===== config.mk =====
export PLATFORM = sky130hd
export DESIGN_NAME = shift_seq_controller
export DESIGN_NICKNAME = d
export VERILOG_FILES = /design/src/rtl/shift_seq_pkg.sv /design/src/rtl/shift_seq_counter.sv /design/src/rtl/shift_seq_controller.sv
export SDC_FILE = /design/constraint.sdc
export NUM_CORES = 1
export LEC_CHECK = 0
export CAP_MARGIN = 20
export CELL_PAD_IN_SITES_DETAIL_PLACEMENT = 1
export CELL_PAD_IN_SITES_GLOBAL_PLACEMENT = 2
export CORE_MARGIN = 1.5
export CORE_UTILIZATION = 25
export CTS_BUF_LIST = sky130_fd_sc_hd__clkbuf_8
export CTS_CLUSTER_DIAMETER = 80
export DETAILED_ROUTE_END_ITERATION = 6
export PLACE_DENSITY = 0.89
export SLEW_MARGIN = 20
export SYNTH_ARGS = -nofsm -noshare
export SYNTH_HDL_FRONTEND = slang
export SYNTH_SLANG_ARGS = --single-unit

===== constraint.sdc =====
create_clock -name clk -period 1.6 [get_ports clk]
set_input_delay 0.24 -clock clk [delete_from_list [all_inputs] [get_ports clk]]
set_output_delay 0.24 -clock clk [all_outputs]
set_load 0.005 [all_outputs]

===== src/rtl/shift_seq_pkg.sv =====
// Shared types and constants for the shift-register sequencing controller.
// Optional build feature elsewhere: SHIFT_PAUSE_EN (adds a pause input).
package shift_seq_pkg;

   // Default width of the controlled shift register.
   localparam int unsigned SIZE_DEFAULT = 9;

   // Controller states. Encodings are fixed so debug taps read consistently.
   typedef enum logic [1:0] {
      IDLE  = 2'd0,
      LOAD  = 2'd1,
      SHIFT = 2'd2,
      DONE  = 2'd3
   } state_e;

endpackage


===== src/rtl/shift_seq_counter.sv =====
// Saturating up-counter for the shift sequencer: synchronous clear, count
// enable, and a terminal flag that fires when the enabled increment is the
// one that reaches SIZE.
module shift_seq_counter #(
   parameter int SIZE  = 9,
   parameter int CNT_W = $clog2(SIZE + 1)
) (
   input  logic             clk_i,
   input  logic             rst_i,
   input  logic             clr_i,
   input  logic             en_i,
   output logic [CNT_W-1:0] count_o,
   output logic             tc_o
);

   localparam logic [CNT_W-1:0] LAST_C = CNT_W'(SIZE - 1);
   localparam logic [CNT_W-1:0] MAX_C  = CNT_W'(SIZE);

   logic [CNT_W-1:0] count_d, count_q;

   // Next count: clear wins over enable; increments stop at SIZE so no wrap.
   always_comb begin
      count_d = count_q;
      if (clr_i) begin
         count_d = '0;
      end else if (en_i && (count_q != MAX_C)) begin
         count_d = count_q + CNT_W'(1);
      end
   end

   // Count register with synchronous reset.
   always_ff @(posedge clk_i) begin
      if (rst_i) begin
         count_q <= '0;
      end else begin
         count_q <= count_d;
      end
   end

   assign count_o = count_q;
   assign tc_o    = en_i && (count_q == LAST_C);

endmodule


===== src/rtl/shift_seq_controller.sv =====
// Sequencer for a loadable left-shift register: one load pulse, SIZE shift
// pulses, then a one-cycle done pulse. Outputs are decoded from the state
// register and the shift counter.
// Build option: define SHIFT_PAUSE_EN to add a pause input that stalls the
// shift phase (shEN/bitValid drop, counter holds) for each cycle it is high.
//
// Handshake: start is a level request sampled only in IDLE; busy is high for
// the LOAD and SHIFT phases; done pulses for exactly one cycle afterwards.
// Requests seen outside IDLE are dropped, never queued.
module shift_seq_controller
   import shift_seq_pkg::*;
#(
   parameter int SIZE  = SIZE_DEFAULT,
   parameter int CNT_W = $clog2(SIZE + 1)
) (
   input  logic             clk,
   input  logic             rst,
   input  logic             start,
`ifdef SHIFT_PAUSE_EN
   input  logic             pause,
`endif
   output logic             ldEN,
   output logic             shEN,
   output logic             bitValid,
   output logic             busy,
   output logic             done,
   output logic [CNT_W-1:0] count,
   output state_e           state_o
);

   state_e           state_d, state_q;
   logic             hold_w;
   logic             shift_go;
   logic             cnt_clr;
   logic             cnt_tc;
   logic [CNT_W-1:0] cnt_w;

`ifdef SHIFT_PAUSE_EN
   assign hold_w = pause;
`else
   assign hold_w = 1'b0;
`endif

   // A shift is issued in every SHIFT cycle that is not stalled.
   assign shift_go = (state_q == SHIFT) && !hold_w;

   shift_seq_counter #(
      .SIZE  (SIZE),
      .CNT_W (CNT_W)
   ) u_counter (
      .clk_i   (clk),
      .rst_i   (rst),
      .clr_i   (cnt_clr),
      .en_i    (shift_go),
      .count_o (cnt_w),
      .tc_o    (cnt_tc)
   );

   // State register; reset returns to IDLE from any phase.
   always_ff @(posedge clk) begin
      if (rst) begin
         state_q <= IDLE;
      end else begin
         state_q <= state_d;
      end
   end

   // Next-state and output decode. The counter is cleared outside SHIFT so it
   // reads 0 in IDLE/LOAD, and it keeps SIZE through DONE before clearing.
   always_comb begin
      state_d  = state_q;
      ldEN     = 1'b0;
      shEN     = 1'b0;
      bitValid = 1'b0;
      busy     = 1'b0;
      done     = 1'b0;
      cnt_clr  = 1'b0;
      unique case (state_q)
         IDLE: begin
            cnt_clr = 1'b1;
            if (start) begin
               state_d = LOAD;
            end
         end
         LOAD: begin
            ldEN    = 1'b1;
            busy    = 1'b1;
            cnt_clr = 1'b1;
            state_d = SHIFT;
         end
         SHIFT: begin
            busy     = 1'b1;
            shEN     = shift_go;
            bitValid = shift_go;
            if (cnt_tc) begin
               state_d = DONE;
            end
         end
         DONE: begin
            done    = 1'b1;
            cnt_clr = 1'b1;
            state_d = IDLE;
         end
         default: begin
            state_d = IDLE;
         end
      endcase
   end

   assign count   = cnt_w;
   assign state_o = state_q;

endmodule

==> reports/metrics.yaml, run 1 <==
status: "completed"
n_antenna_cell: 0
drc: 0
syn-num-nets: 53
insertion_delay_ps: 220
layout-drive-gt1-share_pct: 24.6
htreeDepth: 1
dp_hpwl_um: 724
synthFlopType: "dfxtp_1"
port_buffers: 13
yosysMostFrequentCell: "ha_1"
synthToLayoutAreaGrowth_pct: 61.7
synth_edf_count: 0
postCtsSetupRepairBufs: 0
relSlewSlack_pct: 85.4
netlist_area_um2: 392
grt_max_degree: 8
cp_max_fo: 3
hold_buffers: 0
p_per_area_nw_per_um2: 1250
critPathTopFamily: "buffers and inverters"
grt_pass1_wl_um: 1640
fin_crit_ps: 1530
hold_path_class: "reg2reg"
rrSetupSlack_ps: 280
root_buffer: "clkbuf_8"
min_from: "u_counter.count_o[2]"
yosysTopAreaCellShare_pct: 30.7
num_vias: 350
crit_path_top_delay_cell: "clkdlybuf4s50_1"
max-vdd-ir-drop_mv: 0.604
yosysSeqAreaShare_pct: 30.7
gr-total-overflow: 0
rows: 14
syn_inst: 43
synth_seq_cells: 6
drtIter0Drc: 0
detail_route.wirelength_um: 918
finalPower_mw: 0.790
clock-sinks: 6
maxCapViolCount: 0
hold_viol: 0
finalSetupViolations: 0
timing.fmax_ghz: 0.652
worstPathRequired_ps: 1360
drt-pass1-iter-count: 1
whs_path_depth: 2
report.final.slew_viol_count: 0
clk_pin_slew_ps: 40
core_um2: 1490
ioPinCount: 14
grt_usage_pct: 12.2
synth_largest_area_cell: "dfxtp_1"
avgSynthCellArea_um2: 9.11
critical-path-max-stage-delay_ps: 440
min_to: "u_counter.count_o[2]"
fillers: 174
finClkSkew_ps: 1.72
antenna_found_initial: 0
dieHeight_um: 42.6
viasPerCell: 4.55
place_congestion: 0.698
place_area_um2: 557
cts_tree: "yes"
async_reset_ff_share_pct: 0
post_drt_wl_per_cell_um: 11.9
end_kind: "output port"
worstReg2RegEnd: "state_o[1]"
cp_num_buf_inv: 2
initial_core_util_pct: 26.3
clockBufferDepth: 2
yosys-top-cells-count: "ha_1 (7), dfxtp_1 (6), inv_1 (6)"
nets: 73
dieArea_um2: 1810
cts_made_buffers: 3
r2r_cells: 5
fin_area_um2: 633
period_share_pct: 95.9
ys_warn_count: 0
r2r_start: "u_counter.count_o[0]"
worstMarginPinSlew_ps: 218
first_global_vias: 376
worst_ep_arrival_time_ps: 1290
synth_area_leaders: "dfxtp_1 (31%), ha_1 (22%), inv_1 (5.8%)"
die_w_um: 42.6
cp-start-kind: "flip-flop"
leakagePower_nw: 0.278
ys_types: 19
critical_path_class: "reg2out"
final_antenna_net_count: 0
path_cells: "buf_4, ha_1, clkdlybuf4s50_1"
[worst max path at each step]
stage / startpoint / end / cells after the start / slack (ps)
2_1_floorplan: state_o[0] / state_o[0] / 5 / 360
3_3_place_gp: state_o[0] / busy / 3 / 170
3_5_place_dp: state_o[0] / busy / 3 / 130
4_1_cts: state_o[1] / done / 3 / 10
5_1_grt: state_o[0] / done / 3 / -0.3
6_report: state_o[0] / done / 3 / 70
[tightest hold or removal path, cell delays in order, from the launching register on]
cell and delay [ps]:
dfxtp_1 350, nand2_1 70, a21oi_1 50
[flip-flops by register name, indices dropped and copies added (netlist names)]
name	count
state_o	2
u_counter.count_o	4
[cells in the final DEF, fill, tap and decap left out, types with 2 or more instances in the layout]
master | netlist | final
ha_1 | 7 | 5
nand3_1 | 2 | 2
dfxtp_2 | 0 | 2
ha_4 | 0 | 2
buf_4 | 1 | 2
dfxtp_1 | 6 | 4
dlymetal6s2s_1 | 0 | 2
nor2_1 | 2 | 2
a21oi_1 | 3 | 3
inv_2 | 0 | 2
clkbuf_8 | 0 | 3
nand2b_1 | 2 | 2
inv_1 | 6 | 4
clkdlybuf4s50_1 | 0 | 10
o21ai_0 | 2 | 2
nand2_1 | 3 | 3
[logic make-up (layout without fill, tap and decap cells)]
kind of cell	Yosys count	in the layout	synth area share, %
adders and majority gates	7	7	22.4
DFF	6	6	30.7
AOI/OAI and AO/OA	7	7	13.4
and+or+nand+nor	14	14	21.1
buffers and inverters	7	25	7.67
xor gates and xnor gates	1	1	2.24
muxes	1	1	2.56
[where the power goes]
part	leakage, nW	internal (mW)	switching, mW
combinational	0.207	0.208	0.173
clock	0.0216	0.161	0.0577
sequential	0.0494	0.174	0.0162
total	0.278	0.543	0.247
[per-layer routing]
layer	GRT usage, %	up-vias	share of wire, %
met1	15.1	165	50
li1	-	180	-
met2	18.2	3	47
met3	2.59	2	2.1
met4	9.38	0	0.98
met5	0	-	0
[metrics by stage]
step | TNS [ps] | cells | worst slack (ps) | hold WS (ps) | util (%)
after global placement | 0 | 74 | 166 | 515 | 37.4
after global routing | -0.250 | 77 | -0.250 | 570 | 42.5
after CTS | 0 | 77 | 13.6 | 519 | 41.8
after floorplan | 0 | 43 | 357 | 306 | -
after detailed placement | 0 | 74 | 134 | 514 | 37.4
final | 0 | 77 | 65.9 | 525 | 42.5
[layout make-up]
cell class,count,area [µm²],area share (%)
flip-flops and latches,6,123,19.4
repair buffers,16,160,25.3
multi-input cells,30,267,42.1
well taps,16,20.0,3.16
inverters,6,22.5,3.56
clock buffers,3,41.3,6.52
[what timing repair did]
item | CTS | global route
cloned | 0 | 0
resized for setup | 7 | 4
endpoints found under the setup margin | 3 | 3
endpoints found under the hold margin | 0 | 0
(Power assumes the default switching activity.)
==> run 2: changes to the inputs <==
--- a/config.mk
+++ b/config.mk
@@ -8,7 +8,7 @@
 export CAP_MARGIN = 20
 export CELL_PAD_IN_SITES_DETAIL_PLACEMENT = 1
 export CELL_PAD_IN_SITES_GLOBAL_PLACEMENT = 2
-export CORE_MARGIN = 1.5
+export CORE_MARGIN = 2
 export CORE_UTILIZATION = 25
 export CTS_BUF_LIST = sky130_fd_sc_hd__clkbuf_8
 export CTS_CLUSTER_DIAMETER = 80
==> reports/metrics.yaml, run 2 (synthesis results as in run 1) <==
rrSetupSlack_ps: 260  # -20 ps
end_kind: "output port"
crit_path_top_delay_cell: "clkdlybuf4s50_1"
finClkSkew_ps: 1.75  # +0.0281 ps
whs_path_depth: 2  # unchanged
viasPerCell: 4.70  # +3.4%
rows: 14  # unchanged
first_global_vias: 385  # +2.4%
clockBufferDepth: 2  # unchanged
antenna_found_initial: 0  # unchanged
largest_reg_flops: 4  # unchanged
fin_crit_ps: 1500  # -33.9 ps
min_from: "state_o[0]"
final_core_util_pct: 41.5  # -1.0 points
core_um2: 1490  # unchanged
port_buffers: 13  # unchanged
ioPinCount: 14  # unchanged
worstPathRequired_ps: 1360  # about the same
p_per_area_nw_per_um2: 1250  # +0.16%
timing.fmax_ghz: 0.667  # +2.3%
nets: 73  # unchanged
num_vias: 362  # +3.4%
grt_pass1_wl_um: 1700  # +3.8%
maxCapViolCount: 0  # unchanged
path_cells: "ha_4, clkdlybuf4s50_1"
htreeDepth: 1  # unchanged
fin_setup_tns_ps: 0  # unchanged
root_buffer: "clkbuf_8"
cts_tree: "yes"
max-vdd-ir-drop_mv: 0.636  # +5.3%
dp_hpwl_um: 786  # +8.6%
drt-pass1-iter-count: 4  # +3
finalPower_mw: 0.772  # -2.2%
synthToLayoutAreaGrowth_pct: 57.8
cts_made_buffers: 3  # unchanged
relSlewSlack_pct: 86.3  # +0.86 points
final_antenna_net_count: 0  # unchanged
postCtsSetupRepairBufs: 0  # unchanged
grt_max_degree: 8  # unchanged
initial_core_util_pct: 26.3  # unchanged
hold_ws_ps: 519  # -6.28 ps
hold_buffers: 0  # unchanged
hold_viol: 0  # unchanged
drc: 0  # unchanged
critical-path-max-stage-delay_ps: 490  # +50 ps
dieHeight_um: 43.6  # +2.3%
r2r_start: "u_counter.count_o[0]"
place_congestion: 0.675  # -3.4%
min_to: "state_o[0]"
post_drt_wl_per_cell_um: 13.4  # +12%
final_common_cell: "clkdlybuf4s50_1"
gr-total-overflow: 0  # unchanged
worstMarginPinSlew_ps: 204  # -14.7 ps
critical_path_class: "reg2out"
layout_setup_ws_ps: 99.7  # +33.9 ps
leakagePower_nw: 0.276  # -0.83%
finalSetupViolations: 0  # unchanged
worst_ep_arrival_time_ps: 1260  # -30 ps
n_antenna_cell: 0  # unchanged
detail_route.wirelength_um: 1030  # +12%
status: "completed"
r2r_cells: 5  # unchanged
cp_max_fo: 4  # +1
rsz0062_at_grt: "false"
grt_usage_pct: 12.0  # -0.17 points
clk_pin_slew_ps: 30  # about the same
dp_slack_ps: 83.7  # -50.5 ps
report.final.slew_viol_count: 0  # unchanged
insertion_delay_ps: 220  # about the same
period_share_pct: 93.8  # -2.1 points
cp-start-kind: "flip-flop"
final_cell_mix: "clkdlybuf4s50_1 (10), ha_1 (5), dfxtp_1 (5), inv_1 (4)"
layout-drive-gt1-share_pct: 23.0  # -1.6 points
worstReg2RegEnd: "state_o[1]"
drtIter0Drc: 5  # +5
die_w_um: 43.6  # +2.3%
clock-sinks: 6  # unchanged
dieArea_um2: 1900  # +4.8%
hold_path_class: "reg2reg"
## run 2: report_power, final
group | total [mW] | leakage [nW] | internal, mW | switching, mW
Clock | 0.220 | 0.0216 | 0.161 | 0.0585
Sequential | 0.197 | 0.0492 | 0.173 | 0.0248
Combinational | 0.355 | 0.205 | 0.192 | 0.163
Total | 0.772 | 0.276 | 0.525 | 0.247
## run 2: final cells by class
| cell class | count | area (µm²) |
|---|---|---|
| clock buffer | 3 | 41.3 |
| fill | 177 | 871 |
| inverter | 6 | 22.5 |
| multi-input combinational | 30 | 256 |
| sequential | 6 | 121 |
| tap | 16 | 20.0 |
| timing repair buffer | 16 | 156 |
## run 2: timing repair
action                                  4_1_cts  5_1_grt
endpoints found under the setup margin        3        3
resized for setup                             4        5
pin swaps                                     1        0
## run 2: how the worst max path moves through the flow
stage,start,to,cells past startpoint
4_1_cts,state_o[0],ldEN,3
2_1_floorplan,state_o[0],state_o[0],5
3_5_place_dp,state_o[1],busy,3
6_report,state_o[1],bitValid,2
5_1_grt,state_o[0],bitValid,3
3_3_place_gp,state_o[1],busy,3
## run 2: layer usage
layer,track usage [%],vias up,wire length [µm]
met3,4.17,2,51
met4,5.45,0,8
li1,-,182,-
met2,18.2,8,531
met5,0,-,0
met1,15.3,170,438
## run 2: worst max-delay path: cells and delay by family, from the launching register on
| kind | cells | cell delay (ps) |
|---|---|---|
| adders and majority gates | 1 | 160 |
| buffers and inverters | 1 | 490 |
| DFF | 1 | 390 |
## run 2: through the flow
stage / std cells / area [µm²]
floorplan: 43 / 392
global placement: 74 / 557
detailed placement: 74 / 557
CTS: 77 / 611
global route: 77 / 618
finish: 77 / 618
